<file path="config.mk">
export PLATFORM = sky130hd
export DESIGN_NAME = debug_loader_flat
export DESIGN_NICKNAME = d
export VERILOG_FILES = /design/src/rtl/debug_loader_if.sv /design/src/rtl/debug_loader.sv /design/src/flat_wrapper.sv
export SDC_FILE = /design/constraint.sdc
export NUM_CORES = 1
export LEC_CHECK = 0
export CAP_MARGIN = 25
export CORE_ASPECT_RATIO = 1.25
export CORE_UTILIZATION = 50
export DETAILED_ROUTE_END_ITERATION = 16
export PLACE_DENSITY = 0.88
export SYNTH_ARGS = -nofsm -noshare
export SYNTH_HDL_FRONTEND = slang
export SYNTH_SLANG_ARGS = --single-unit
</file>
<file path="constraint.sdc">
create_clock -name CPU_CLK -period 9.2 [get_ports CPU_CLK]
set_clock_uncertainty 0.2 [all_clocks]
set_input_delay 1.84 -clock CPU_CLK [delete_from_list [all_inputs] [get_ports CPU_CLK]]
set_output_delay 1.84 -clock CPU_CLK [all_outputs]
set_load 0.005 [all_outputs]
</file>
<file path="src/rtl/debug_loader_if.sv">
// ---------------------------------------------------------------------------
// debug_loader_if
// Purpose : byte-stream link between the debug host and the debug loader.
//           The host pushes command/address/data bytes on the rx channel and
//           pulls read-back bytes from the tx channel. Both channels use a
//           valid/ready handshake; a byte moves on a rising clock edge where
//           valid and ready are both high.
// Signals :
//   rx_valid  host -> loader  host byte valid
//   rx_data   host -> loader  host byte
//   rx_ready  loader -> host  loader can take a byte
//   tx_valid  loader -> host  response byte valid
//   tx_data   loader -> host  response byte
//   tx_ready  host -> loader  host can take a byte
// Modports: master = host side, slave = loader side.
// ---------------------------------------------------------------------------
interface debug_loader_if;
  logic       rx_valid;
  logic [7:0] rx_data;
  logic       rx_ready;
  logic       tx_valid;
  logic [7:0] tx_data;
  logic       tx_ready;

  modport master (
    output rx_valid, rx_data, tx_ready,
    input  rx_ready, tx_valid, tx_data
  );

  modport slave (
    input  rx_valid, rx_data, tx_ready,
    output rx_ready, tx_valid, tx_data
  );
endinterface

</file>
<file path="src/rtl/debug_loader.sv">
// ---------------------------------------------------------------------------
// debug_loader
// Purpose : host-driven debug loader for a small CPU. Parses byte frames
//           (command, 4 address bytes LE, 4 data bytes LE for writes) and
//           issues single-word writes/reads on the instruction- and
//           data-cache debug ports, returns read data as 4 bytes LE, and
//           controls the core reset.
// Ports   :
//   CPU_CLK    in   sole clock, rising edge
//   CPU_RST    in   asynchronous active-high reset
//   host       if   byte stream link (slave modport)
//   core_rst   out  1 = core held in reset
//   inst_a2 / inst_wd2 / inst_we2   out  instruction-cache debug port
//   data_a2 / data_wd2 / data_we2   out  data-cache debug port
//   inst_rd2 / data_rd2             in   cache read data, one cycle latency
//
// Commands: 01 write inst, 02 write data, 03 read data, 04 read inst,
//           05 release core, 06 hold core; anything else is dropped.
//
// state | meaning
// IDLE  | waiting for a command byte
// ADDR  | collecting 4 address bytes
// DATA  | collecting 4 write-data bytes
// WRITE | one-cycle cache write strobe
// READ0 | address presented to the selected cache
// READ1 | cache read data captured at end of cycle
// SEND  | returning 4 read-data bytes to the host
// ---------------------------------------------------------------------------
module debug_loader (
  input  logic        CPU_CLK,
  input  logic        CPU_RST,
  debug_loader_if.slave host,
  output logic        core_rst,
  output logic [31:0] inst_a2,
  output logic [31:0] inst_wd2,
  output logic [3:0]  inst_we2,
  output logic [31:0] data_a2,
  output logic [31:0] data_wd2,
  output logic [3:0]  data_we2,
  input  logic [31:0] data_rd2,
  input  logic [31:0] inst_rd2
);

  typedef enum logic [2:0] {
    IDLE  = 3'd0,
    ADDR  = 3'd1,
    DATA  = 3'd2,
    WRITE = 3'd3,
    READ0 = 3'd4,
    READ1 = 3'd5,
    SEND  = 3'd6
  } state_t;

  localparam logic [7:0] CMD_WR_INST = 8'h01;
  localparam logic [7:0] CMD_WR_DATA = 8'h02;
  localparam logic [7:0] CMD_RD_DATA = 8'h03;
  localparam logic [7:0] CMD_RD_INST = 8'h04;
  localparam logic [7:0] CMD_RUN     = 8'h05;
  localparam logic [7:0] CMD_HALT    = 8'h06;

  state_t      r_state;
  logic [1:0]  r_cnt;
  logic [31:0] r_addr;
  logic [31:0] r_wdata;
  logic [31:0] r_rdata;
  logic        r_is_write;
  logic        r_sel_inst;
  logic        r_core_rst;
  logic        r_rx_ready;
  logic        r_tx_valid;
  logic [7:0]  r_tx_data;
  logic [31:0] r_inst_a2;
  logic [31:0] r_inst_wd2;
  logic [3:0]  r_inst_we2;
  logic [31:0] r_data_a2;
  logic [31:0] r_data_wd2;
  logic [3:0]  r_data_we2;

  logic        w_rx_fire;
  logic        w_tx_fire;
  logic        w_cmd_mem;
  logic [1:0]  w_cnt_inc;
  logic [31:0] w_addr_full;
  logic [31:0] w_wdata_full;
  logic [31:0] w_rd2_sel;

  assign w_rx_fire    = host.rx_valid & r_rx_ready;
  assign w_tx_fire    = r_tx_valid & host.tx_ready;
  assign w_cmd_mem    = (host.rx_data == CMD_WR_INST) || (host.rx_data == CMD_WR_DATA) ||
                        (host.rx_data == CMD_RD_DATA) || (host.rx_data == CMD_RD_INST);
  assign w_cnt_inc    = r_cnt + 2'd1;
  // Final byte merged in so the cache port sees the full word on the very
  // next edge, without an extra state to settle the assembly register.
  assign w_addr_full  = {host.rx_data, r_addr[23:0]};
  assign w_wdata_full = {host.rx_data, r_wdata[23:0]};
  assign w_rd2_sel    = r_sel_inst ? inst_rd2 : data_rd2;

  always_ff @(posedge CPU_CLK or posedge CPU_RST) begin
    if (CPU_RST) begin
      r_state    <= IDLE;
      r_cnt      <= 2'd0;
      r_addr     <= 32'd0;
      r_wdata    <= 32'd0;
      r_rdata    <= 32'd0;
      r_is_write <= 1'b0;
      r_sel_inst <= 1'b0;
      r_core_rst <= 1'b1;
      r_rx_ready <= 1'b0;
      r_tx_valid <= 1'b0;
      r_tx_data  <= 8'd0;
      r_inst_a2  <= 32'd0;
      r_inst_wd2 <= 32'd0;
      r_inst_we2 <= 4'd0;
      r_data_a2  <= 32'd0;
      r_data_wd2 <= 32'd0;
      r_data_we2 <= 4'd0;
    end else begin
      case (r_state)
        IDLE: begin
          r_rx_ready <= 1'b1;
          if (w_rx_fire) begin
            // Memory commands only while the core is held, so the loader
            // never fights the running core for the cache ports.
            if (w_cmd_mem && r_core_rst) begin
              r_state    <= ADDR;
              r_cnt      <= 2'd0;
              r_is_write <= (host.rx_data == CMD_WR_INST) || (host.rx_data == CMD_WR_DATA);
              r_sel_inst <= (host.rx_data == CMD_WR_INST) || (host.rx_data == CMD_RD_INST);
            end else if (host.rx_data == CMD_RUN) begin
              r_core_rst <= 1'b0;
            end else if (host.rx_data == CMD_HALT) begin
              r_core_rst <= 1'b1;
            end
          end
        end

        ADDR: begin
          if (w_rx_fire) begin
            r_addr[{r_cnt, 3'b000} +: 8] <= host.rx_data;
            r_cnt <= w_cnt_inc;
            if (r_cnt == 2'd3) begin
              if (r_is_write) begin
                r_state <= DATA;
              end else begin
                r_state    <= READ0;
                r_rx_ready <= 1'b0;
                if (r_sel_inst) r_inst_a2 <= w_addr_full;
                else            r_data_a2 <= w_addr_full;
              end
            end
          end
        end

        DATA: begin
          if (w_rx_fire) begin
            r_wdata[{r_cnt, 3'b000} +: 8] <= host.rx_data;
            r_cnt <= w_cnt_inc;
            if (r_cnt == 2'd3) begin
              r_state    <= WRITE;
              r_rx_ready <= 1'b0;
              if (r_sel_inst) begin
                r_inst_a2  <= r_addr;
                r_inst_wd2 <= w_wdata_full;
                r_inst_we2 <= 4'hF;
              end else begin
                r_data_a2  <= r_addr;
                r_data_wd2 <= w_wdata_full;
                r_data_we2 <= 4'hF;
              end
            end
          end
        end

        WRITE: begin
          r_inst_we2 <= 4'd0;
          r_data_we2 <= 4'd0;
          r_rx_ready <= 1'b1;
          r_state    <= IDLE;
        end

        READ0: begin
          r_state <= READ1;
        end

        READ1: begin
          r_rdata    <= w_rd2_sel;
          r_tx_data  <= w_rd2_sel[7:0];
          r_tx_valid <= 1'b1;
          r_cnt      <= 2'd0;
          r_state    <= SEND;
        end

        SEND: begin
          if (w_tx_fire) begin
            r_cnt <= w_cnt_inc;
            if (r_cnt == 2'd3) begin
              r_tx_valid <= 1'b0;
              r_rx_ready <= 1'b1;
              r_state    <= IDLE;
            end else begin
              r_tx_data <= r_rdata[{w_cnt_inc, 3'b000} +: 8];
            end
          end
        end

        default: begin
          r_state    <= IDLE;
          r_cnt      <= 2'd0;
          r_rx_ready <= 1'b0;
          r_tx_valid <= 1'b0;
          r_inst_we2 <= 4'd0;
          r_data_we2 <= 4'd0;
        end
      endcase
    end
  end

  assign host.rx_ready = r_rx_ready;
  assign host.tx_valid = r_tx_valid;
  assign host.tx_data  = r_tx_data;
  assign core_rst      = r_core_rst;
  assign inst_a2       = r_inst_a2;
  assign inst_wd2      = r_inst_wd2;
  assign inst_we2      = r_inst_we2;
  assign data_a2       = r_data_a2;
  assign data_wd2      = r_data_wd2;
  assign data_we2      = r_data_we2;

endmodule

</file>
<file path="src/flat_wrapper.sv">
// flat-port wrapper written by rule: the top's interface ports become plain ports
module debug_loader_flat 
  (CPU_CLK, CPU_RST, core_rst, inst_a2, inst_wd2, inst_we2, data_a2, data_wd2, data_we2, data_rd2, inst_rd2, host_rx_valid, host_rx_data, host_tx_ready, host_rx_ready, host_tx_valid, host_tx_data);
  debug_loader_if host_i ();
  input  logic CPU_CLK;
  input  logic CPU_RST;
  output logic core_rst;
  output logic [31:0] inst_a2;
  output logic [31:0] inst_wd2;
  output logic [3:0] inst_we2;
  output logic [31:0] data_a2;
  output logic [31:0] data_wd2;
  output logic [3:0] data_we2;
  input  logic [31:0] data_rd2;
  input  logic [31:0] inst_rd2;
  input wire logic [$bits(host_i.rx_valid)-1:0] host_rx_valid;
  input wire logic [$bits(host_i.rx_data)-1:0] host_rx_data;
  input wire logic [$bits(host_i.tx_ready)-1:0] host_tx_ready;
  output wire logic [$bits(host_i.rx_ready)-1:0] host_rx_ready;
  output wire logic [$bits(host_i.tx_valid)-1:0] host_tx_valid;
  output wire logic [$bits(host_i.tx_data)-1:0] host_tx_data;
  assign host_i.rx_valid = host_rx_valid;
  assign host_i.rx_data = host_rx_data;
  assign host_i.tx_ready = host_tx_ready;
  assign host_rx_ready = host_i.rx_ready;
  assign host_tx_valid = host_i.tx_valid;
  assign host_tx_data = host_i.tx_data;
  debug_loader u_core (.CPU_CLK(CPU_CLK), .CPU_RST(CPU_RST), .host(host_i), .core_rst(core_rst), .inst_a2(inst_a2), .inst_wd2(inst_wd2), .inst_we2(inst_we2), .data_a2(data_a2), .data_wd2(data_wd2), .data_we2(data_we2), .data_rd2(data_rd2), .inst_rd2(inst_rd2));
endmodule
</file>
==> results of run 1 <==
## how the worst max path moves through the flow
stage                               endpoint  slack, ns  depth (start not counted)
after global routing       u_core.r_is_write       5.25                          6
after global placement    u_core.data_a2[19]       4.84                          5
final                      u_core.r_is_write       5.29                          6
after CTS                 u_core.data_a2[15]       5.28                          5
after detailed placement  u_core.data_a2[15]       4.77                          5
after floorplan            u_core.data_a2[0]       0.69                          1
## kinds of logic (layout without fill, tap and decap cells)
kind of cell / Yosys count / count (layout)
AND/OR/NAND/NOR: 207 / 207
multiplexers: 164 / 164
AO/OA/AOI/OAI: 150 / 150
buffers and inverters: 59 / 276
XOR/XNOR: 3 / 3
adder cells (fa/ha/maj): 5 / 5
flip-flops: 236 / 236
## area by class of cell
cell class | instances | area [sq um]
Sequential cell | 236 | 5910
Fill cell | 1308 | 5850
Multi-Input combinational cell | 529 | 3680
Timing Repair Buffer | 232 | 2360
Clock buffer | 29 | 658
Tap cell | 261 | 327
Clock inverter | 10 | 181
Inverter | 5 | 26.3
## where the power goes
group / internal, uW / switching, uW
Combinational: 34.3 / 37.8
Sequential: 1040 / 0
Clock: 644 / 392
Total: 1720 / 430
## layer usage
metal	vias to the layer above	share of wire	wire, um	GRT usage
li1	3256	-	-	-
met1	3473	0.38	9200	0.292
met2	248	0.53	12800	0.435
met3	44	0.063	1510	0.0482
met4	0	0.024	575	0.0795
met5	-	0	0	0
## per-stage QoR
stage	util	cell area, sq um
CTS	0.687	13000
finish	0.692	13100
detailed placement	0.643	12200
global route	0.692	13100
floorplan	-	9830
global placement	0.643	12200
## synthesized netlist by cell type, types with 4 or more instances
cell	number	area (sq um)
mux2i_1	41	410
nor2_1	19	71.3
clkbuf_1	29	109
mux2_2	111	1250
inv_1	5	18.8
a21oi_1	17	85.1
o21ai_0	119	596
buf_4	6	45.0
nor3_1	8	40.0
nand2_1	155	582
buf_1	4	15.0
nand2b_1	4	25.0
buf_2	15	75.1
dfrtp_1	235	5880
mux4_2	8	180
ha_1	5	62.6
## sequential cells by signal, indices dropped and copies added (netlist names)
signal and count:
u_core.data_a2 32, u_core.r_wdata 24, u_core.host.rx_ready 1, u_core.inst_a2 32
u_core.host.tx_data 8, u_core.r_is_write 1, u_core.r_cnt 2, u_core.inst_we2 1
u_core.r_sel_inst 1, u_core.r_rdata 32, u_core.data_we2 1, u_core.r_addr 32
u_core.r_state 3, u_core.host.tx_valid 1, u_core.inst_wd2 32, u_core.data_wd2 32
u_core.core_rst 1
## worst max-delay path: cells and delay by family
family / cells / cell delay, ns
and+or+nand+nor: 4 / 1.23
buffers and inverters: 1 / 0.67
muxes: 1 / 0.33
==> results.json, run 1 <==
{
  "status": "complete, no violations",
  "layout-drive-gt1-share": 0.174,
  "avgViaCountPerCell": 5.39,
  "gp_congestion": 0.803,
  "std_cell_rows": 56,
  "hold_viol_final": 0,
  "synthMuxAreaShare": 0.192,
  "hold-path-endpoint": "u_core.r_rdata[17]",
  "synth_area_sq_um": 9830,
  "synthCells": 824,
  "setup_viol": 0,
  "critPathLaunch": "host_rx_data[4]",
  "fmax_ghz": 0.256,
  "critical_path_required_ns": 9.38,
  "setup_slack_ns": 5.29,
  "clock_path_buffers": 3,
  "io_buffer_count": 222,
  "postCtsSetupRepairBufs": 0,
  "cts_hold_buf": 0,
  "yosys.cell_types.count": 44,
  "place_inst": 1258,
  "ys.flop_type": "dfrtp_1",
  "core_area_sq_um": 19000,
  "fin_nets": 1108,
  "synth_edf_count": 0,
  "synthAdderAreaFrac": 0.00637,
  "ant_nets": 0,
  "dr.first_iter.drc_count": 421,
  "h-tree-depth": 1,
  "finalWorstPathRequiredPeriod_ns": 3.91,
  "final_cell_mix": "dfrtp_1, clkdlybuf4s50_1, nand2_1, o21ai_0, mux2_2",
  "leakage_uw": 0.00595,
  "rsz0062_at_grt": "no",
  "synth-simple-area-share": 0.0904,
  "cts_sinks": 236,
  "min_period_over_period": 0.424,
  "power_density_nw_per_um2": 163,
  "power_uw": 2150,
  "syn-num-nets": 905,
  "cts_resized": 0,
  "antenna_found_initial": 0,
  "crit_path_end_kind": "flop",
  "hpwl_mm": 16.2,
  "gr-total-overflow": 0,
  "finalWirelength_mm": 24.1,
  "drv_slew": 0,
  "slowest_delay_ns": 0.67,
  "io_pins": 223,
  "synth_top_family_by_area": "multiplexers",
  "synth-compound-area-share": 0.0806,
  "holdPathStages": 2,
  "ys_async_sr_fraction": 1.00,
  "synth_xor_area_frac": 0.00267,
  "dieArea_sq_um": 20200,
  "reg2reg_setup_slack_ns": 6.00,
  "instances_no_fill": 1302,
  "grt_max_degree": 84,
  "ys_seq_area_frac": 0.601,
  "ys_warn_count": 0,
  "insertion_delay_ns": 0.50,
  "rr_worst_depth": 5,
  "die_w_um": 127,
  "slew_headroom": 0.377,
  "drt_first_pass_iters": 5,
  "cts_tree": "done",
  "worstMarginPinSlew_ns": 0.934,
  "start_kind": "input pin",
  "ir_drop_mv": 0.110,
  "rr_endpoint": "u_core.r_wdata[20]",
  "cp.arrival_ns": 4.08,
  "n_antenna_cell": 0,
  "vias": 7021,
  "cts_buffers": 23,
  "remaining_drc_errors": 0,
  "clock-root-buffer": "clkbuf_16",
  "grt_pass1_wl_mm": 38.9,
  "wl_per_cell_um": 18.5,
  "ys_ff_latch": 236,
  "initial_core_util": 0.518,
  "globalRouteTotalUtil": 0.244,
  "hp-class": "flop to flop",
  "grt_pass1_vias": 7418,
  "cp_cell_sequence": "clkdlybuf4s50_1 -> or4_1 -> or2_4 -> nor4_4 -> nand2_2 -> mux2_1",
  "layout_commonest_cell": "dfrtp_1",
  "clkTransAtPathRegs_ns": 0.06,
  "min_from": "u_core.r_rdata[17]",
  "crit_fanout": 8,
  "drv_cap": 0,
  "area_growth_pct": 33.7,
  "slowest_stage": "clkdlybuf4s50_1",
  "path_class": "input pin to flop",
  "fin_hold_ws_ns": 0.275,
  "setup-tns-final_ns": 0,
  "avgSynthCellArea_sq_um": 11.9,
  "rr_startpoint": "u_core.r_cnt[0]",
  "dp_slack_ns": 4.77,
  "dieHeight_um": 159
}
(Power assumes the default switching activity.)
==> run 2: changes to the inputs <==
--- a/config.mk
+++ b/config.mk
@@ -7,9 +7,9 @@
 export LEC_CHECK = 0
 export CAP_MARGIN = 25
 export CORE_ASPECT_RATIO = 1.25
-export CORE_UTILIZATION = 50
+export CORE_UTILIZATION = 46
 export DETAILED_ROUTE_END_ITERATION = 16
-export PLACE_DENSITY = 0.88
+export PLACE_DENSITY = 0.85
 export SYNTH_ARGS = -nofsm -noshare
 export SYNTH_HDL_FRONTEND = slang
 export SYNTH_SLANG_ARGS = --single-unit
==> constraint.sdc (replaced) <==
create_clock -name CPU_CLK -period 3.32 [get_ports CPU_CLK]
set_clock_uncertainty 0.2 [all_clocks]
set_input_delay 0.664 -clock CPU_CLK [delete_from_list [all_inputs] [get_ports CPU_CLK]]
set_output_delay 0.664 -clock CPU_CLK [all_outputs]
set_load 0.005 [all_outputs]
==> run 2 against run 1 <==
Die area grew 8.6%; largest power group unchanged; highest routed layer unchanged; sequential power grew to 2.8 times the previous value; first-iteration DRC count shrank 7.6%; register-to-register slack lost 5.4 ns; via count shrank 0.66%; total power grew to 2.7 times the previous value; routed wire length shrank 2.8%; hold slack lost 0.056 ns; critical path depth shrank 1; design area grew 0.38%; critical path type is now flop to flop.
==> results.json, run 2 (same netlist as run 1, synthesis figures left out) <==
{
  "clock-root-buffer": "clkbuf_16",
  "layout_commonest_cell": "dfrtp_1",
  "remaining_drc_errors": 0,
  "drv_slew": 0,
  "area_growth_pct": 34.2,
  "postCtsSetupRepairBufs": 0,
  "hp-class": "input pin to asynchronous set/reset pin",
  "rr_endpoint": "u_core.host.tx_data[5]",
  "clock_path_buffers": 3,
  "setup_viol": 0,
  "initial_core_util": 0.470,
  "core_area_sq_um": 20900,
  "vias": 6975,
  "dp_slack_ns": 0.204,
  "leakage_uw": 0.00599,
  "drv_cap": 0,
  "grt_max_degree": 147,
  "n_antenna_cell": 0,
  "clkTransAtPathRegs_ns": 0.06,
  "io_buffer_count": 222,
  "io_pins": 223,
  "ant_nets": 0,
  "start_kind": "flop",
  "rsz0062_at_grt": "no",
  "cp.arrival_ns": 2.88,
  "gp_congestion": 0.812,
  "crit_path_end_kind": "flop",
  "cts_sinks": 236,
  "globalRouteTotalUtil": 0.219,
  "hold_viol_final": 0,
  "std_cell_rows": 59,
  "place_inst": 1291,
  "path_class": "flop to flop",
  "hpwl_mm": 16.5,
  "seq_area_sq_um": 5910,
  "wl_per_cell_um": 17.6,
  "dr.first_iter.drc_count": 389,
  "dieArea_sq_um": 22000,
  "rr_worst_depth": 5,
  "power_density_nw_per_um2": 433,
  "reg2reg_setup_slack_ns": 0.60,
  "layout-drive-gt1-share": 0.182,
  "grt_pass1_wl_mm": 37.7,
  "dieHeight_um": 165,
  "antenna_found_initial": 0,
  "instances_no_fill": 1332,
  "critical_path_required_ns": 3.48,
  "slew_headroom": 0.479,
  "crit_fanout": 11,
  "finalWirelength_mm": 23.4,
  "fin_nets": 1123,
  "fin_hold_ws_ns": 0.219,
  "final_cell_mix": "dfrtp_1, clkdlybuf4s50_1, nand2_1, o21ai_0, mux2_2",
  "avgViaCountPerCell": 5.24,
  "fillCellCount": 1585,
  "cts_hold_buf": 0,
  "fmax_ghz": 0.368,
  "grt_pass1_vias": 7048,
  "cts_tree": "done",
  "cts_resized": 0,
  "h-tree-depth": 1,
  "rr_startpoint": "u_core.r_cnt[0]",
  "status": "complete, no violations",
  "die_w_um": 133,
  "gr-total-overflow": 0,
  "insertion_delay_ns": 0.51,
  "cts_buffers": 23,
  "worstMarginPinSlew_ns": 0.782,
  "drt_first_pass_iters": 5,
  "setup_slack_ns": 0.601,
  "ir_drop_mv": 0.313,
  "finalWorstPathRequiredPeriod_ns": 2.72,
  "place_area_sq_um": 12400,
  "fin_area_sq_um": 13200,
  "min_period_over_period": 0.819,
  "multi_input_area_sq_um": 3680
}
-- run 2: per-stage QoR --
stage / TNS, ns / power, uW / util
6_report: 0 / 5710 / 0.631
3_5_place_dp: 0 / 3140 / 0.595
4_1_cts: 0 / 5770 / 0.631
2_1_floorplan: -149.24 / 3000 / -
3_3_place_gp: 0 / 3140 / 0.595
5_1_grt: 0 / 5890 / 0.631
-- run 2: routing by layer --
metal / part of all wire / global-route usage
met1: 0.39 / 0.270
met2: 0.53 / 0.394
met3: 0.062 / 0.0446
met4: 0.019 / 0.0596
met5: 0 / 0
-- run 2: worst max path at each step --
stage / startpoint / to / slack, ns / cells after the start
final: u_core.r_cnt[0] / u_core.host.tx_data[5] / 0.60 / 5
after detailed placement: host_rx_data[3] / u_core.r_sel_inst / 0.20 / 6
after global placement: host_rx_data[3] / u_core.r_is_write / 0.24 / 6
after floorplan: CPU_RST / u_core.data_a2[0] / -0.64 / 1
after CTS: u_core.r_cnt[0] / u_core.host.tx_data[5] / 0.54 / 5
after global routing: u_core.r_cnt[0] / u_core.host.tx_data[5] / 0.46 / 5
-- run 2: area by class of cell --
| class | count | area share |
|---|---|---|
| Clock buffer | 33 | 0.0503 |
| Clock inverter | 8 | 0.00787 |
| Inverter | 5 | 0.00171 |
| Multi-Input combinational cell | 529 | 0.279 |
| Sequential cell | 236 | 0.448 |
| Tap cell | 274 | 0.0260 |
| Timing Repair Buffer | 247 | 0.187 |
-- run 2: power by group --
part           leakage (uW)  switching [uW]  internal (uW)
Clock              0.000380            1070           1550
Combinational       0.00250             105            101
Sequential          0.00311               0           2880
-- run 2: worst max-delay path, stage by stage, from the launching register on --
cell and delay [ns]:
dfrtp_1 0.42, inv_1 0.11, ha_1 0.74, mux4_2 0.58, o21ai_0 0.36, o21ai_0 0.15
==> run 3: changes to the inputs <==
==> constraint.sdc (replaced) <==
create_clock -name CPU_CLK -period 2.3 [get_ports CPU_CLK]
set_clock_uncertainty 0.2 [all_clocks]
set_input_delay 0.46 -clock CPU_CLK [delete_from_list [all_inputs] [get_ports CPU_CLK]]
set_output_delay 0.46 -clock CPU_CLK [all_outputs]
set_load 0.005 [all_outputs]
==> run 3 against run 2 <==
Design area is 2.0% higher; critical path depth up 1; clock power up 43%; critical path type is now input pin to flop; routed wire length increased by 2.4%; highest routed layer unchanged.
==> results.json, run 3 (same netlist as run 1, synthesis figures left out) <==
{
  "status": "complete, no violations",
  "min_period_over_period": 0.968,
  "cts_tree": "done",
  "h-tree-depth": 1,
  "fin_nets": 1149,
  "clkTransAtPathRegs_ns": 0.06,
  "cts_hold_buf": 0,
  "setup_viol": 0,
  "clock-root-buffer": "clkbuf_16",
  "globalRouteTotalUtil": 0.226,
  "die_w_um": 133,
  "finalWirelength_mm": 24.0,
  "power_uw": 8230,
  "dieArea_sq_um": 22000,
  "initial_core_util": 0.470,
  "core_area_sq_um": 20900,
  "slew_headroom": 0.512,
  "wl_per_cell_um": 17.7,
  "dieHeight_um": 165,
  "io_buffer_count": 222,
  "ant_nets": 0,
  "cts_buffers": 23,
  "remaining_drc_errors": 0,
  "crit_fanout": 3,
  "drv_slew": 0,
  "start_kind": "input pin",
  "hp-class": "input pin to asynchronous set/reset pin",
  "avgViaCountPerCell": 5.15,
  "setup-tns-final_ns": 0,
  "path_class": "input pin to flop",
  "gp_congestion": 0.831,
  "io_pins": 223,
  "fmax_ghz": 0.449,
  "slowest_stage": "or4_4",
  "worstMarginPinSlew_ns": 0.730,
  "power_density_nw_per_um2": 611,
  "ir_drop_mv": 0.537,
  "instances_no_fill": 1359,
  "dr.first_iter.drc_count": 361,
  "area_growth_pct": 37.0,
  "drt_first_pass_iters": 4,
  "drv_cap": 0,
  "fin_hold_ws_ns": 0.238,
  "critical_path_required_ns": 2.48,
  "hold_viol_final": 0,
  "finalWorstPathRequiredPeriod_ns": 2.23,
  "cp_cell_sequence": "clkdlybuf4s50_1 -> or4_4 -> or2_4 -> nor4_4 -> nand2_2 -> mux2_1",
  "antenna_found_initial": 0,
  "place_inst": 1317,
  "leakage_uw": 0.00616,
  "grt_max_degree": 65,
  "rsz0062_at_grt": "no",
  "hpwl_mm": 17.4,
  "gr-total-overflow": 0,
  "slowest_delay_ns": 0.48,
  "path_delay_family": "simple AND/OR/NAND/NOR gates",
  "cp.arrival_ns": 2.41,
  "cts_sinks": 236,
  "n_antenna_cell": 0,
  "postCtsSetupRepairBufs": 0,
  "crit_buf_inv": 1,
  "grt_pass1_wl_mm": 38.5,
  "vias": 6997,
  "layout_commonest_cell": "dfrtp_1",
  "crit_path_end_kind": "flop",
  "clock_path_buffers": 3,
  "std_cell_rows": 59,
  "grt_pass1_vias": 7216,
  "insertion_delay_ns": 0.51,
  "layout-drive-gt1-share": 0.206,
  "final_cell_mix": "dfrtp_1, clkdlybuf4s50_1, nand2_1, o21ai_0, mux2_2"
}
## run 3: cell types whose count changed in the layout (fill, tap and decap cells not counted), moves of 2 or more
cell / change
clkinvlp_4: +3
dlymetal6s2s_1: +3
clkdlybuf4s50_1: -4
buf_4: +21
buf_12: +5
clkinv_2: +2
clkbuf_8: -2
## run 3: path summary, 6_finish.rpt
path | depth (start not counted) | start | slack, ns | end
setup / recovery | 6 | host_rx_data[3] | 0.07 | u_core.r_sel_inst
hold / removal | 2 | CPU_RST | 0.24 | u_core.data_wd2[1]
setup reg to reg | 5 | u_core.r_state[1] | 0.17 | u_core.inst_a2[5]
hold reg to reg | 2 | u_core.r_rdata[9] | 0.27 | u_core.r_rdata[9]
max in group asynchronous | 3 | CPU_RST | 1.04 | u_core.data_wd2[28]
min in group CPU_CLK | 4 | host_rx_data[4] | 0.26 | u_core.r_addr[28]
## run 3: timing repair
item                       CTS  global route
setup endpoints to repair    4             5
pin swaps                    0             3
gates resized for setup      2             4
cloned                       0             0
## run 3: layout make-up
class	instances	area, sq um
multi-input combinational	529	3700
inverter	5	22.5
fill	1562	7430
clock buffer	30	632
sequential	236	5910
clock inverter	12	125
timing repair buffer	273	2740
tap	274	343
## run 3: stage by stage
| stage | setup slack, ns | util | area (sq um) |
|---|---|---|---|
| 2_1_floorplan | -1.45 | - | 9830 |
| 3_3_place_gp | -0.566 | 0.607 | 12700 |
| 3_5_place_dp | -0.568 | 0.607 | 12700 |
| 4_1_cts | 0.0357 | 0.643 | 13400 |
| 5_1_grt | 0.00154 | 0.644 | 13500 |
| 6_report | 0.0730 | 0.644 | 13500 |
## run 3: per-layer routing
metal | vias up | wire length (um) | GRT usage
li1 | 3338 | - | -
met1 | 3428 | 9670 | 0.272
met2 | 207 | 12500 | 0.415
met3 | 24 | 1420 | 0.0440
met4 | 0 | 372 | 0.0575
met5 | - | 0 | 0
## run 3: where the power goes
part / total, uW / switching (uW) / leakage [uW] / internal, uW
logic: 327 / 161 / 0.00268 / 165
clock network: 3750 / 1570 / 0.000367 / 2180
registers: 4150 / 0 / 0.00311 / 4150
total: 8230 / 1740 / 0.00616 / 6490
